### config.mk
export PLATFORM = sky130hd
export DESIGN_NAME = unidade_controle_mc
export DESIGN_NICKNAME = d
export VERILOG_FILES = /design/src/rtl/unidade_controle_mc.sv
export SDC_FILE = /design/constraint.sdc
export NUM_CORES = 1
export LEC_CHECK = 0
export BUFFER_PORTS_ARGS = -buffer_cell sky130_fd_sc_hd__buf_4
export CORE_ASPECT_RATIO = 0.9
export CORE_MARGIN = 2
export CORE_UTILIZATION = 43
export DETAILED_ROUTE_END_ITERATION = 6
export GPL_TIMING_DRIVEN = 0
export PLACE_DENSITY = 0.74
export SYNTH_ARGS = -nofsm -noshare
export SYNTH_HDL_FRONTEND = slang
export SYNTH_SLANG_ARGS = --single-unit
### constraint.sdc
create_clock -name clk -period 1.6 [get_ports clk]
set_clock_uncertainty 0.1 [all_clocks]
set_input_delay 0.08 -clock clk [delete_from_list [all_inputs] [get_ports clk]]
set_output_delay 0.08 -clock clk [all_outputs]
set_load 0.01 [all_outputs]
### src/rtl/unidade_controle_mc.sv
// rtl/unidade_controle_mc.sv - multicycle Moore control unit for the 8-bit RISC-V-subset datapath
module unidade_controle_mc #(
    parameter bit ILLEGAL_HALT = 1'b0
) (
    input  logic       clk,
    input  logic       rst,
    input  logic [6:0] op,
    input  logic [2:0] funct3,
    input  logic       funct7b5,
    input  logic       Z,
    output logic       PCWrite,
    output logic       AdrSrc,
    output logic       MemWrite,
    output logic       IRWrite,
    output logic [1:0] ResultSrc,
    output logic [1:0] ULASrcA,
    output logic [1:0] ULASrcB,
    output logic [1:0] ImmSrc,
    output logic       RegWrite,
    output logic [2:0] ULAControl,
    output logic       instr_done,
    output logic       halted
);
    localparam logic [6:0] OP_LW  = 7'b0000011;
    localparam logic [6:0] OP_SW  = 7'b0100011;
    localparam logic [6:0] OP_R   = 7'b0110011;
    localparam logic [6:0] OP_I   = 7'b0010011;
    localparam logic [6:0] OP_BEQ = 7'b1100011;
    localparam logic [6:0] OP_JAL = 7'b1101111;

    typedef enum logic [3:0] {
        S_FETCH, S_DECODE, S_MEMADR, S_MEMREAD, S_MEMWB, S_MEMWRITE,
        S_EXECUTER, S_EXECUTEI, S_ALUWB, S_JAL, S_BEQ, S_HALT
    } state_t;

    state_t     state, nxt, tgt;
    logic       pcupdate_r, branch_r, adrsrc_r, memwrite_r, irwrite_r, regwrite_r;
    logic       done_r, halted_r;
    logic [1:0] resultsrc_r, srca_r, srcb_r, aluop_r;
    logic       legal;

    assign legal = (op == OP_LW) || (op == OP_SW) || (op == OP_R) ||
                   (op == OP_I) || (op == OP_BEQ) || (op == OP_JAL);

    // Next-state selection; reset folds into the target so outputs can be registered from it
    always_comb begin
        nxt = state;
        case (state)
            S_FETCH:    nxt = S_DECODE;
            S_DECODE: begin
                case (op)
                    OP_LW, OP_SW: nxt = S_MEMADR;
                    OP_R:         nxt = S_EXECUTER;
                    OP_I:         nxt = S_EXECUTEI;
                    OP_BEQ:       nxt = S_BEQ;
                    OP_JAL:       nxt = S_JAL;
                    default:      nxt = ILLEGAL_HALT ? S_HALT : S_FETCH;
                endcase
            end
            S_MEMADR:   nxt = (op == OP_LW) ? S_MEMREAD : S_MEMWRITE;
            S_MEMREAD:  nxt = S_MEMWB;
            S_MEMWB:    nxt = S_FETCH;
            S_MEMWRITE: nxt = S_FETCH;
            S_EXECUTER: nxt = S_ALUWB;
            S_EXECUTEI: nxt = S_ALUWB;
            S_JAL:      nxt = S_ALUWB;
            S_ALUWB:    nxt = S_FETCH;
            S_BEQ:      nxt = S_FETCH;
            S_HALT:     nxt = S_HALT;
            default:    nxt = S_FETCH;
        endcase
        tgt = rst ? S_FETCH : nxt;
    end

    // State register plus Moore outputs registered from the state being entered
    always_ff @(posedge clk) begin
        if (rst) state <= S_FETCH;
        else     state <= nxt;
        pcupdate_r  <= 1'b0;
        branch_r    <= 1'b0;
        adrsrc_r    <= 1'b0;
        memwrite_r  <= 1'b0;
        irwrite_r   <= 1'b0;
        regwrite_r  <= 1'b0;
        done_r      <= 1'b0;
        halted_r    <= 1'b0;
        resultsrc_r <= 2'b00;
        srca_r      <= 2'b00;
        srcb_r      <= 2'b00;
        aluop_r     <= 2'b00;
        case (tgt)
            S_FETCH: begin
                irwrite_r   <= 1'b1;
                srcb_r      <= 2'b10;
                resultsrc_r <= 2'b10;
                pcupdate_r  <= 1'b1;
            end
            S_DECODE: begin
                srca_r <= 2'b01;
                srcb_r <= 2'b01;
            end
            S_MEMADR: begin
                srca_r <= 2'b10;
                srcb_r <= 2'b01;
            end
            S_MEMREAD:  adrsrc_r <= 1'b1;
            S_MEMWB: begin
                resultsrc_r <= 2'b01;
                regwrite_r  <= 1'b1;
                done_r      <= 1'b1;
            end
            S_MEMWRITE: begin
                adrsrc_r   <= 1'b1;
                memwrite_r <= 1'b1;
                done_r     <= 1'b1;
            end
            S_EXECUTER: begin
                srca_r  <= 2'b10;
                aluop_r <= 2'b10;
            end
            S_EXECUTEI: begin
                srca_r  <= 2'b10;
                srcb_r  <= 2'b01;
                aluop_r <= 2'b10;
            end
            S_ALUWB: begin
                regwrite_r <= 1'b1;
                done_r     <= 1'b1;
            end
            S_JAL: begin
                srca_r     <= 2'b01;
                srcb_r     <= 2'b10;
                pcupdate_r <= 1'b1;
            end
            S_BEQ: begin
                srca_r   <= 2'b10;
                aluop_r  <= 2'b01;
                branch_r <= 1'b1;
                done_r   <= 1'b1;
            end
            S_HALT:     halted_r <= 1'b1;
            default:    halted_r <= 1'b0;
        endcase
    end

    // ALU decoder: funct7b5 only selects sub for R-type, where op[5] is set
    always_comb begin
        ULAControl = 3'b000;
        case (aluop_r)
            2'b01: ULAControl = 3'b001;
            2'b10: begin
                case (funct3)
                    3'b000:  ULAControl = (op[5] & funct7b5) ? 3'b001 : 3'b000;
                    3'b010:  ULAControl = 3'b101;
                    3'b110:  ULAControl = 3'b011;
                    3'b111:  ULAControl = 3'b010;
                    default: ULAControl = 3'b000;
                endcase
            end
            default: ULAControl = 3'b000;
        endcase
    end

    // Immediate format follows the opcode in every state
    always_comb begin
        case (op)
            OP_SW:   ImmSrc = 2'b01;
            OP_BEQ:  ImmSrc = 2'b10;
            OP_JAL:  ImmSrc = 2'b11;
            default: ImmSrc = 2'b00;
        endcase
    end

    // Write enables are suppressed in the reset cycle; branch uses the live zero flag
    assign PCWrite    = ~rst & (pcupdate_r | (branch_r & Z));
    assign IRWrite    = ~rst & irwrite_r;
    assign MemWrite   = ~rst & memwrite_r;
    assign RegWrite   = ~rst & regwrite_r;
    assign instr_done = ~rst & (done_r | ((state == S_DECODE) & ~legal & ~ILLEGAL_HALT));
    assign AdrSrc     = adrsrc_r;
    assign ResultSrc  = resultsrc_r;
    assign ULASrcA    = srca_r;
    assign ULASrcB    = srcb_r;
    assign halted     = halted_r;
endmodule

==> flow_summary.ini, run 1 <==
[run_status]
status = finished, violations left
violations = negative setup slack

[cells_and_area]
layout.cells.non_filler = 184
antenna_cells = 0
mostFrequentLayoutCells = buf_4, nor2_1, dfxtp_1
final_common_cell = buf_4
area.growth.synth_to_final_pct = 61.82
nets = 176
fin_util = 0.7425
drive_gt1_frac = 0.5346

[global_routing]
globalRoute.totalOverflow = 0
antenna_found_initial = 0
grt_use_total = 0.2057
met2_usage = 0.3692
grt_pass1_vias = 829
grt_pass1_wl_um = 3594
grt_max_degree = 11
grtUsageMet1 = 0.2465
busiest_layer = met2
use_met3 = 0.05414

[pwr]
p_per_area_mw_per_mm2 = 582.0
clkPwrFrac = 0.276
combPwrFrac = 0.192
p_sw_frac = 0.2701
p_int_w = 0.0006038
finalPower_w = 0.0008273
seq_power_share = 0.532
switching_power_w = 0.0002235
leakage_nw = 0.6221
ir_worst_vdd_mv = 0.4400

[placement]
routabilityCongestion = 0.8158
io_buffers = 31
place_hpwl_um = 1528
dp_slack_ns = -0.2062
dp_cells = 162

[clock_tree]
cts_inserted_buffers = 3
cts_root_buf = clkbuf_4
clkLatencyLatePin_ns = 0.29
htree_levels = 1
cts.sinks = 17
cts_tree = built
clock_path_buffers = 2
clk_pin_slew_worst_paths_ns = 0.10

[logic_synthesis]
ys_seq_area_frac = 0.3875
yosysUniqueCellTypes = 35
synthCells = 106
synth.cell_area_um2 = 878.3
synth-edff-count = 0
yosys_warnings = 0
synthArstFlopShare = 0
synthFlopType = dfxtp_1
ys_seq_elements = 17
avgSynthCellArea_um2 = 8.286
syn-num-nets = 122

[die]
core_region_area_mm2 = 0.001914
die_h_um = 46.88
dieArea_mm2 = 0.002421
io_pins = 32
start_util = 0.4588
fp-row-count = 15
die_w_um = 51.64

[detailed_routing]
drt_wl_total_um = 2910
ant_nets = 0
vias_per_cell = 5.505
routedWlPerCell_um = 15.82
drc = 0
drt_iter0_drc = 56
route.vias.total = 1013
dr.pass1.iters = 4

[sta]
setup_slack_ns = -0.1104
slew_headroom = 0.5590
rsz0062_at_grt = true
fmax_mhz = 584.6
min_period_ns = 1.710
hold_ws_ns = 0.2629
min_period_over_period = 1.069
drv_slew = 0
report.final.hold_viol_count = 0
worst_pin_slew_ns = 0.6616
finalSetupViolCount = 8

[worst_setup_path]
cp.arrival_ns = 1.83
path_max_fanout = 7
worstPathCellList = nor3b_2 > nand4b_1 > a221oi_4 > buf_4 > mux2i_1 > nor2_1
slowest_delay_ns = 0.41
cp.required_ns = 1.72
r2r_start = state[0]$_DFF_P_
critPathLaunch = state[0]$_DFF_P_
crit_type = reg -> reg
crit_path_start_kind = flip-flop
path_delay_family = simple AND/OR/NAND/NOR gates
worstSetupEndpointType = flip-flop
worst_path_max_delay_cell = dfxtp_4
worst-path-buf-inv = 1

[worst_hold_path]
holdCritPathClass = in -> reg
min_from = op[4]

[run]
cap_violations = 0
## layer usage
metal / part of all wire / vias up
met1: 0.38 / 466
met3: 0.087 / 8
met5: 0 / -
met4: 0.020 / 0
met2: 0.51 / 63
li1: - / 476
## power groups by stage
| stage | combinational [W] | sequential, W | clock (W) |
|---|---|---|---|
| 3_5_place_dp | 0.000132 | 0.000453 | 0 |
| 5_1_grt | 0.000170 | 0.000441 | 0.000248 |
| 2_1_floorplan | 0.0000651 | 0.000454 | 0 |
| 4_1_cts | 0.000138 | 0.000443 | 0.000229 |
| 6_report | 0.000159 | 0.000440 | 0.000228 |
| 3_3_place_gp | 0.000130 | 0.000452 | 0 |
## flip-flops by register name (all words and copies together) (netlist names)
| signal | cells |
|---|---|
| AdrSrc | 1 |
| regwrite_r | 1 |
| memwrite_r | 1 |
| state | 4 |
| done_r | 1 |
| halted | 1 |
| ResultSrc | 1 |
| ULASrcB | 1 |
| pcupdate_r | 1 |
| ULASrcA | 2 |
| aluop_r | 2 |
| irwrite_r | 1 |
## what timing repair did
| action | 4_1_cts | 5_1_grt |
|---|---|---|
| setup endpoints to repair | 14 | 14 |
| pin swaps | 7 | 10 |
| hold buffers | 0 | 0 |
| resized for setup | 14 | 15 |
| buffers inserted | 10 | 9 |
## worst paths after layout
check                         end  slack (ns)  cells after the start
min reg2reg        halted$_DFF_P_        0.46                      2
max reg2reg    pcupdate_r$_DFF_P_       -0.11                      6
max            pcupdate_r$_DFF_P_       -0.11                      6
min          ResultSrc[0]$_DFF_P_        0.26                      5
## per-stage QoR
stage                TNS, ns  cell area [um2]
finish               -0.5400             1421
global route          -1.151             1421
CTS                        0             1291
detailed placement    -1.107             1149
global placement      -1.046             1149
floorplan           -0.03274            884.6
## logic make-up after synthesis
| family | after synthesis | synth area share |
|---|---|---|
| adder cells (fa/ha/maj) | 2 | 0.02849 |
| AND/OR/NAND/NOR | 47 | 0.2906 |
| XOR/XNOR | 1 | 0.009973 |
| buffers and inverters | 14 | 0.07120 |
| flip-flops | 17 | 0.3875 |
| multiplexers | 3 | 0.03419 |
| AO/OA/AOI/OAI | 22 | 0.1781 |
## worst register-to-register path, delay by kind of cell, from the launching register on
| kind | cells | cell delay (ns) |
|---|---|---|
| AND/OR/NAND/NOR | 3 | 0.53 |
| flip-flops | 1 | 0.41 |
| AO/OA/AOI/OAI | 1 | 0.34 |
| buffers and inverters | 1 | 0.19 |
| multiplexers | 1 | 0.07 |
## cells in the mapped netlist, types with 2 or more instances
cell | number | area share
a31oi_1 | 3 | 0.021
nor2b_1 | 3 | 0.021
buf_4 | 2 | 0.017
mux2i_1 | 3 | 0.034
nor4_1 | 2 | 0.014
nand2_1 | 7 | 0.030
a21oi_1 | 7 | 0.040
nor3_1 | 7 | 0.040
ha_1 | 2 | 0.028
o21ai_0 | 4 | 0.023
dfxtp_1 | 17 | 0.39
nand3_1 | 4 | 0.023
nand4b_1 | 2 | 0.020
nor3b_1 | 2 | 0.017
inv_1 | 8 | 0.034
nor2_1 | 14 | 0.060
## area by class of cell
type	instances	area, um2
timing repair buffer	50	379.1
sequential	17	356.6
clock inverter	1	5.005
buffer	3	18.77
fill	143	493.0
inverter	10	38.79
multi-input combinational	75	569.3
clock buffer	3	22.52
tap	25	31.28
Power figures use the tool's default switching activity.
==> inputs of run 2 (changes only) <==
--- a/config.mk
+++ b/config.mk
@@ -5,7 +5,7 @@
 export SDC_FILE = /design/constraint.sdc
 export NUM_CORES = 1
 export LEC_CHECK = 0
-export BUFFER_PORTS_ARGS = -buffer_cell sky130_fd_sc_hd__buf_4
+export BUFFER_PORTS_ARGS = -buffer_cell sky130_fd_sc_hd__buf_2
 export CORE_ASPECT_RATIO = 0.9
 export CORE_MARGIN = 2
 export CORE_UTILIZATION = 43
==> flow_summary.ini, run 2 (same netlist as run 1, synthesis figures left out) <==
[pwr]
finalPower_w = 0.0008005
p_sw_frac = 0.2624
clkPwrFrac = 0.279
p_per_area_mw_per_mm2 = 630.9
ir_worst_vdd_mv = 0.5957
combPwrFrac = 0.169
leakage_nw = 0.5665
switching_power_w = 0.0002100
p_int_w = 0.0005904
seq_power_share = 0.552

[detailed_routing]
highest_layer = met4
routedWlPerCell_um = 14.40
wl_met3_um = 159
route.vias.total = 971
met1_length_um = 1043
drt_iter0_drc = 17
dr_wl_met2_um = 1291
drc = 0
drt_wl_total_um = 2534
dr.pass1.iters = 4
ant_nets = 0
vias_per_cell = 5.517

[sta]
worst_pin_slew_ns = 0.6347
slew_headroom = 0.5768
min_period_over_period = 1.028
drv_slew = 0
setup_tns_ns = -0.07698
fmax_mhz = 607.8
min_period_ns = 1.645
rsz0062_at_grt = true
hold_ws_ns = 0.2448
setup_slack_ns = -0.04527
report.final.hold_viol_count = 0
finalSetupViolCount = 3

[die]
io_pins = 32
die_h_um = 46.88
fp-row-count = 15
start_util = 0.4588
die_w_um = 51.64
core_region_area_mm2 = 0.001914
dieArea_mm2 = 0.002421

[placement]
io_buffers = 31
dpl_cell_area_mm2 = 0.001071
routabilityCongestion = 0.8094
place_hpwl_um = 1577
dp_slack_ns = -0.2597

[run_status]
violations = negative setup slack
status = finished, violations left

[clock_tree]
clk_pin_slew_worst_paths_ns = 0.10
htree_levels = 1
cts.sinks = 17
clkLatencyLatePin_ns = 0.29
cts_inserted_buffers = 3
postCtsHoldBufs = 0
cts_tree = built
clock_path_buffers = 2
cts_root_buf = clkbuf_4

[worst_setup_path]
crit_path_start_kind = flip-flop
path_max_fanout = 9
worstSetupEndpointType = flip-flop
cp.arrival_ns = 1.72
cp.required_ns = 1.67
crit_type = reg -> reg

[global_routing]
grt_pass1_vias = 829
grt_pass1_wl_um = 3512
grt_max_degree = 11
globalRoute.totalOverflow = 0
grt_use_total = 0.2008
antenna_found_initial = 0

[cells_and_area]
mostFrequentLayoutCells = buf_2, nor2_1, buf_4
drive_gt1_frac = 0.4834
largest_reg_flops = 4
antenna_cells = 0
stdcell_area_mm2 = 0.001269
area.growth.synth_to_final_pct = 44.44
nets = 168
final_common_cell = buf_2
top_register = state

[worst_hold_path]
holdCritPathClass = in -> reg

[run]
cap_violations = 0
## run 2: changes by cell type in the layout (fill, tap and decap cells not counted), sizes merged
cell    previous run  this run
buf               52        44
clkbuf             4         5
clkinv             2         1
## run 2: power by group through the flow
| stage | clock network, W | registers (W) | logic, W |
|---|---|---|---|
| global placement | 0 | 0.000452 | 0.000111 |
| floorplan | 0 | 0.000454 | 0.0000651 |
| global route | 0.000247 | 0.000444 | 0.000148 |
| detailed placement | 0 | 0.000453 | 0.000115 |
| finish | 0.000223 | 0.000442 | 0.000135 |
| CTS | 0.000227 | 0.000441 | 0.000123 |
## run 2: area by class of cell
cell class,count,area (um2)
Buffer,3,18.77
Clock buffer,4,26.28
Fill cell,155,645.6
Inverter,10,38.79
Multi-Input combinational cell,75,561.8
Sequential cell,17,354.1
Tap cell,25,31.28
Timing Repair Buffer,42,237.7
## run 2: final timing paths
check,start,cells after the start,endpoint,slack [ns]
min,op[4],5,aluop_r[1]$_DFF_P_,0.24
max reg2reg,state[3]$_DFF_P_,6,ULASrcB[0]$_DFF_P_,-0.05
min reg2reg,state[0]$_DFF_P_,2,halted$_DFF_P_,0.46
max,state[3]$_DFF_P_,6,ULASrcB[0]$_DFF_P_,-0.05
## run 2: critical path: stages (launching register included)
cell      delay [ns]
dfxtp_4         0.39
nand2b_4        0.15
o22a_1          0.24
a221oi_4        0.31
a31oi_2         0.09
mux2i_1         0.15
mux2i_1         0.09
## run 2: through the flow
stage / util / std cells
after floorplan: - / 106
after global placement: 0.5595 / 162
after detailed placement: 0.5595 / 162
after CTS: 0.6222 / 172
after global routing: 0.6627 / 176
final: 0.6627 / 176
## run 2: repair_timing
action,CTS,global route
pin swaps,7,5
cloned,0,0
endpoints found under the setup margin,12,16
buffers inserted,7,4
gates resized for setup,14,10
## run 2: routing by layer
layer | track usage | vias to the layer above
met5 | 0 | -
met4 | 0.06316 | 0
met3 | 0.06369 | 4
met2 | 0.3615 | 39
met1 | 0.2324 | 463
li1 | - | 465
